===== config.mk =====
export PLATFORM = sky130hd
export DESIGN_NAME = operand_triple_loader
export DESIGN_NICKNAME = d
export VERILOG_FILES = /design/src/rtl/operand_triple_loader.sv
export SDC_FILE = /design/constraint.sdc
export NUM_CORES = 1
export LEC_CHECK = 0
export CAP_MARGIN = 20
export CORE_MARGIN = 10
export CORE_UTILIZATION = 48
export CTS_BUF_LIST = sky130_fd_sc_hd__clkbuf_4 sky130_fd_sc_hd__clkbuf_8
export DETAILED_ROUTE_END_ITERATION = 16
export PLACE_DENSITY_LB_ADDON = 0.1
export SYNTH_ARGS = -nofsm -noshare
export SYNTH_HDL_FRONTEND = slang
export SYNTH_SLANG_ARGS = --single-unit

===== constraint.sdc =====
create_clock -name clk -period 2 [get_ports clk]
set_clock_uncertainty 0.15 [all_clocks]
set_input_delay 0.2 -clock clk [delete_from_list [all_inputs] [get_ports clk]]
set_output_delay 0.2 -clock clk [all_outputs]
set_load 0.1 [all_outputs]

===== src/rtl/operand_triple_loader.sv =====
// operand_triple_loader
//   Assembles a serial operand stream (valid/ready) into an A, B, C triple
//   plus carry-in for the 3-operand adder. The triple is held stable with
//   op_valid high until the consumer accepts it. A partial triple is dropped
//   when the stream stays idle for TIMEOUT cycles in S_B or S_C.
//
//   Optional feature macro: LOADER_CARRY_IN_EN
//     defined   : adds input in_cin, sampled with the C beat, drives C_in
//     undefined : no in_cin port, C_in is constant 0
//
//   Handshake semantics (both interfaces): a transfer happens on a rising
//   clk edge where valid && ready are both high; valid may not depend on
//   ready, and the producer holds data stable while valid && !ready.
module operand_triple_loader #(
  parameter int WIDTH   = 8,
  parameter int TIMEOUT = 15
) (
  input  logic             clk,
  input  logic             rst,
  input  logic [WIDTH-1:0] in_data,
  input  logic             in_valid,
  output logic             in_ready,
`ifdef LOADER_CARRY_IN_EN
  input  logic             in_cin,
`endif
  output logic [WIDTH-1:0] A,
  output logic [WIDTH-1:0] B,
  output logic [WIDTH-1:0] C,
  output logic             C_in,
  output logic             op_valid,
  input  logic             op_ready,
  output logic             err_timeout,
  output logic [7:0]       triple_count,
  output logic [1:0]       dbg_state
);

  localparam int CNT_W = $clog2(TIMEOUT + 1);
  localparam logic [CNT_W-1:0] CNT_LAST = CNT_W'(TIMEOUT - 1);

  typedef enum logic [1:0] {
    S_A    = 2'd0,
    S_B    = 2'd1,
    S_C    = 2'd2,
    S_HOLD = 2'd3
  } state_t;

  state_t           state;
  state_t           state_next;
  logic [CNT_W-1:0] idle_cnt;
  logic [CNT_W-1:0] idle_cnt_next;
  logic             accept;
  logic             handshake;
  logic             in_partial;
  logic             idle_expire;
  logic             load_a;
  logic             load_b;
  logic             load_c;
  logic             abort;

  assign dbg_state  = state;
  assign in_ready   = !rst && (state != S_HOLD);
  assign accept     = in_valid && in_ready;
  assign handshake  = op_valid && op_ready;
  assign in_partial = (state == S_B) || (state == S_C);
  // An accept in the expiring cycle wins over the abort.
  assign idle_expire = in_partial && !accept && (idle_cnt == CNT_LAST);

  // State register
  always_ff @(posedge clk) begin
    if (rst) begin
      state <= S_A;
    end else begin
      state <= state_next;
    end
  end

  // Next-state decode and per-edge load/abort strobes
  always_comb begin
    state_next = state;
    load_a     = 1'b0;
    load_b     = 1'b0;
    load_c     = 1'b0;
    abort      = 1'b0;
    case (state)
      S_A: begin
        if (accept) begin
          load_a     = 1'b1;
          state_next = S_B;
        end
      end
      S_B: begin
        if (accept) begin
          load_b     = 1'b1;
          state_next = S_C;
        end else if (idle_expire) begin
          abort      = 1'b1;
          state_next = S_A;
        end
      end
      S_C: begin
        if (accept) begin
          load_c     = 1'b1;
          state_next = S_HOLD;
        end else if (idle_expire) begin
          abort      = 1'b1;
          state_next = S_A;
        end
      end
      S_HOLD: begin
        if (handshake) begin
          state_next = S_A;
        end
      end
      default: state_next = S_A;
    endcase
  end

  // Idle counter: counts only inside a partial triple, clears on any accept
  always_comb begin
    idle_cnt_next = '0;
    if (in_partial && !accept && !idle_expire) begin
      idle_cnt_next = idle_cnt + 1'b1;
    end
  end

  // Idle counter register
  always_ff @(posedge clk) begin
    if (rst) begin
      idle_cnt <= '0;
    end else begin
      idle_cnt <= idle_cnt_next;
    end
  end

  // Operand registers; frozen outside their own load edge
  always_ff @(posedge clk) begin
    if (rst) begin
      A <= '0;
      B <= '0;
      C <= '0;
    end else begin
      if (load_a) A <= in_data;
      if (load_b) B <= in_data;
      if (load_c) C <= in_data;
    end
  end

`ifdef LOADER_CARRY_IN_EN
  // Carry-in captured with the C beat and held through S_HOLD
  always_ff @(posedge clk) begin
    if (rst) begin
      C_in <= 1'b0;
    end else if (load_c) begin
      C_in <= in_cin;
    end
  end
`else
  assign C_in = 1'b0;
`endif

  // Triple-valid flag, abort pulse and delivered-triple counter
  always_ff @(posedge clk) begin
    if (rst) begin
      op_valid     <= 1'b0;
      err_timeout  <= 1'b0;
      triple_count <= 8'd0;
    end else begin
      err_timeout <= abort;
      if (load_c) begin
        op_valid <= 1'b1;
      end else if (handshake) begin
        op_valid <= 1'b0;
      end
      if (handshake) begin
        triple_count <= triple_count + 8'd1;
      end
    end
  end

endmodule

# Word level (Yosys, flattened, before mapping)
# Index checks and enable logic that the tools add are counted.
[totals]
latch_bits = 0
out_inout_bits = 38
elab_cells = 48
n_memories = 0
inputBits = 12
ram_bits = 0
romBits = 0
register_bits = 40
[classes]
mux = 13
n_lt_le_gt_ge = 0
n_addsub = 2
multipliers = 0
n_shift = 0
eq_ne = 7
div = 0
n_reduce_logical = 16
bitwise = 2
[ops]
columns = ["op", "n"]
rows = [
  ["$mux W2", 5],
  ["$add A8 B1 Y8 const B", 1],
  ["$pmux W2 S4", 1],
  ["$mux W1", 7],
  ["$logic_and A1 B1 Y1", 6],
  ["$ne A2 B2 Y1 const B", 3],
  ["$add A4 B1 Y4 const B", 1],
  ["$eq A2 B2 Y1 const B", 2],
  ["$eq A4 B4 Y1 const B", 1],
  ["$reduce_or A2 Y1", 2],
  ["$logic_not A1 Y1", 3],
  ["$reduce_or A3 Y1", 1],
  ["$eq A2 B1 Y1 const B", 1],
  ["$logic_not A2 Y1", 1],
  ["$not A1 Y1", 2],
  ["$reduce_and A2 Y1", 1],
  ["$reduce_bool A2 Y1", 1],
  ["$logic_or A1 B1 Y1", 1],
]

# Longest topological paths before layout
[logic_depth]
depth_word = 10
depth_mapped = 6
mapped_depth_nobuf = 6

# Least setup slack after synthesis
# Ideal clock, no wire load.
[synth_path]
kind = "register -> register"
from = "register state[0] (netlist: dbg_state[0])"
to = "register C[0]"
setup_slack_ns = -0.898
n_path_buf = 0
stages_incl_launch_ff = 6
setup_time_ns = 0.132
required_ns = 1.718
synth_period_minus_slack_ns = 2.898
arrival_time_ns = 2.616
cell_sequence = "dfxtp_1 ha_1 nor2_2 nand3_1 nand2_1 a21oi_1"
[synth_via]
elab_chain_cells = 5
elab_cells_between_ends = 6
cone_classes = "eq/ne: 2; mux: 2; reduce/logical: 2"
[synth_rtl]
columns = ["element", "line_no", "text"]
rows = [
  ["from (decl)", "47", "state_t state;"],
  ["from (signal assigned)", "73", "state <= state_next;"],
  ["$ne A2 B2 Y1", "61", "assign in_ready = !rst && (state != S_HOLD);"],
  ["$logic_and A1 B1 Y1", "61", ""],
  ["net in_ready", "22", "output logic in_ready,"],
  ["$logic_and A1 B1 Y1", "62", "assign accept = in_valid && in_ready;"],
  ["$mux W1", "101", "if (accept) begin"],
  ["$mux W1", "84", "case (state)"],
  ["to (signal assigned)", "144", "if (load_c) C <= in_data;"],
  ["to (decl)", "28", "output logic [WIDTH-1:0] C,"],
]
# The timed path passes the listed nets, and every way through them passes these cells.
# A chain may end at the register's enable or synchronous reset.

# Final worst setup path
[layout_path]
from = "register idle_cnt[0]"
to = "register state[1] (netlist: dbg_state[1])"
[layout_via]
elab_chain_cells = 5
elab_cells_between_ends = 6
cone_classes = "eq/ne: 1; mux: 4; reduce/logical: 1"
[layout_rtl]
columns = ["element", "line_no", "text"]
rows = [
  ["from (decl)", "49", "logic [CNT_W-1:0] idle_cnt;"],
  ["from (signal assigned)", "131", "idle_cnt <= idle_cnt_next;"],
  ["$eq A4 B4 Y1 (*)", "66", "assign idle_expire = in_partial && !accept && (idle_cnt == CNT_LAST);"],
  ["$logic_and A1 B1 Y1 (*)", "66", ""],
  ["$mux W2 (*)", "--", ""],
  ["$mux W2 (on tied branches)", "--", ""],
  ["$pmux W2 S4 (*)", "--", ""],
]
# Every way passes the cells marked *; elsewhere a longest branch is shown, timed or not.

==> results.toml <==
[critical_path]
critPathCaptureType = "flip-flop"
critPathLaunchType = "flip-flop"
cp.required_ns = 2.10
crit_path_max_fanout = 5
critPathKind = "reg2reg"
worstPathArrival_ns = 1.87
reg2reg_slack_ns = 0.23

[power]
leakagePower_nw = 0.8979
pwr-share-seq_pct = 42.1
power_frac_clock_pct = 20.5
swShare_pct = 41.71
ir_drop_uv = 770.9
netSwitchingPower_w = 0.0009062
power.internal_w = 0.001267
pwr-share-comb_pct = 37.4
p_per_area_nw_per_um2 = 991.3

[finish]
post-route-cell-area_sq_um = 2192
ff_latch_area_sq_um = 809.5
multi_input_area_sq_um = 817.0
final_nets = 268
num-fill-cells = 291
syn_to_final_growth_pct = 33.54
diodes = 0
drive_above_1_share_pct = 22.89
finalNonFillerCells = 295

[clock_tree]
holdBufCountCts = 0
cts_inserted_buffers = 5
h-tree-depth = 2
root_buffer = "clkbuf_4"
cts_tree = "done"
clock_path_buffers = 2
cts_setup_buffers = 0
cts_resized = 0
clk_latency_ns = 0.34
cts.sinks = 40
clkTransAtPathRegs_ns = 0.11

[floorplan]
num_rows = 21
start_util_pct = 49.58
die_area_sq_um = 6159
core_area_sq_um = 3311
io_pins = 50
fp.dieW_um = 78.48
die_h_um = 78.48

[global_route]
grt_max_degree = 22
grt_pass1_wl_um = 6693
grt-ovfl-total = 0
grt_usage_pct = 13.13
antenna_found_initial = 0
grt_pass1_vias = 1376

[timing]
tns_ns = 0
setup_viol = 0
finalHoldViolCount = 0
min_period_ns = 1.771
setup_slack_ns = 0.2291
fin_crit_sh_pct = 88.55
rsz0062_at_grt = "no"
slew_violations = 0
fmax_mhz = 564.7

[drt]
dr.first_iter.drc_count = 103
firstDrtPassIters = 4
via_per_inst = 4.932
dr_total_vias = 1455
postRouteAntennaNets = 0
wl_um = 3986
wl_per_cell_um = 13.51
drc_errors = 0

[run_status]
status = "finished, final reports clean"

[synthesis]
synth_cells = 198
yosysSeqAreaShare_pct = 48.78
synth-main-ff-cell = "dfxtp_1"
synth_edf_count = 0
yosys_warnings = 0
synthesis.nets = 218
synthArstFlopShare_pct = 0
netlist_area_sq_um = 1642
avgSynthCellArea_sq_um = 8.291
ys_types = 29
synth_seq_cells = 40

[placement]
place_inst = 287
dpl_cell_area_sq_um = 2126
io_buffers = 48
dp_slack_ns = 0.1863
gp_congestion = 0.8659
dp_hpwl_um = 3089

[worst_hold_path]
min_path_type = "reg2reg"

[flow_run]
drv_cap = 0
## layout by cell type, fill, tap and decap left out, drive strengths merged, types with 2 or more instances in the layout
cell and count:
clkdlybuf4s50 11, and3 6, nor3 2, nand4 3, dfxtp 40, a21oi 31
nand3 7, clkbuf 8, buf 40, ha 8, o21ai 3, nand2 52
inv 5, nor2 13, xor2 7, nand2b 3
## cell usage after synthesis (2+ instances only)
cell type / number / area, sq um
a21oi_1: 31 / 155.2
o21ai_0: 3 / 15.01
nand3_1: 7 / 35.03
and3_1: 6 / 37.54
nor2_1: 12 / 45.04
ha_1: 8 / 100.1
nand2_1: 52 / 195.2
nand4_1: 3 / 18.77
nand2b_1: 3 / 18.77
clkbuf_1: 3 / 11.26
buf_2: 3 / 15.01
xor2_1: 7 / 61.31
nor3_1: 2 / 10.01
dfxtp_1: 40 / 800.8
inv_1: 4 / 15.01
## final timing paths
check	from	endpoint	depth (start not counted)
worst min-delay path	C[1]	C[1]	2
worst max-delay path	idle_cnt[0]	dbg_state[1]	5
worst max register to register	idle_cnt[0]	dbg_state[1]	5
worst min register to register	C[1]	C[1]	2
## worst max-delay path: stages (launching register included)
cell,delay (ns)
dfxtp_1,0.41
inv_1,0.06
ha_1,0.23
and3_1,0.23
a311o_1,0.36
a311oi_1,0.24
## flip-flops by register name, summed over array words and instances, names as in the netlist
name,count
op_valid,1
C,8
dbg_state,2
err_timeout,1
B,8
A,8
idle_cnt,4
triple_count,8
## logic make-up (layout without fill, tap and decap cells)
| group | count (synthesis) | after routing | share of synthesized area (%) |
|---|---|---|---|
| simple gates | 89 | 89 | 23.86 |
| flops | 40 | 40 | 48.78 |
| compound gates | 39 | 39 | 13.26 |
| buf+inv | 13 | 64 | 3.429 |
| fa+ha+maj | 8 | 8 | 6.098 |
| xor+xnor | 7 | 7 | 3.735 |
| other cells | 1 | 1 | 0.2284 |
| mux | 1 | 1 | 0.6098 |
## through the flow
step           hold slack (ns)  total power, W  utilization (%)
6_report                0.3094        0.002173            66.21
4_1_cts                 0.3136        0.002184            66.21
3_3_place_gp            0.2934        0.001741            64.21
3_5_place_dp            0.2977        0.001746            64.21
2_1_floorplan           0.1860        0.001560                -
5_1_grt                 0.3293        0.002281            66.21
## final cells by class
cell class              count  area share, %
flip-flops and latches     40          36.93
multi-input cells         145          37.27
inverters                   5         0.8562
clock buffers               8          3.025
well taps                  46          2.626
repair buffers             51          19.29
## per-layer routing
| metal | routed length (um) | global-route usage, % | share of wire [%] | vias to the layer above |
|---|---|---|---|---|
| li1 | - | - | - | 766 |
| met1 | 1931 | 16.84 | 48 | 643 |
| met2 | 1686 | 19.00 | 42 | 41 |
| met3 | 320 | 5.353 | 8.0 | 5 |
| met4 | 47 | 5.376 | 1.2 | 0 |
| met5 | 0 | 0 | 0 | - |
## power groups by stage
stage	Combinational [W]	Clock, W	Sequential (W)
2_1_floorplan	0.000276	0	0.00128
3_3_place_gp	0.000809	0	0.000933
3_5_place_dp	0.000814	0	0.000932
4_1_cts	0.000814	0.000455	0.000915
6_report	0.000813	0.000445	0.000915
5_1_grt	0.000868	0.000488	0.000925
(Power assumes the default switching activity.)
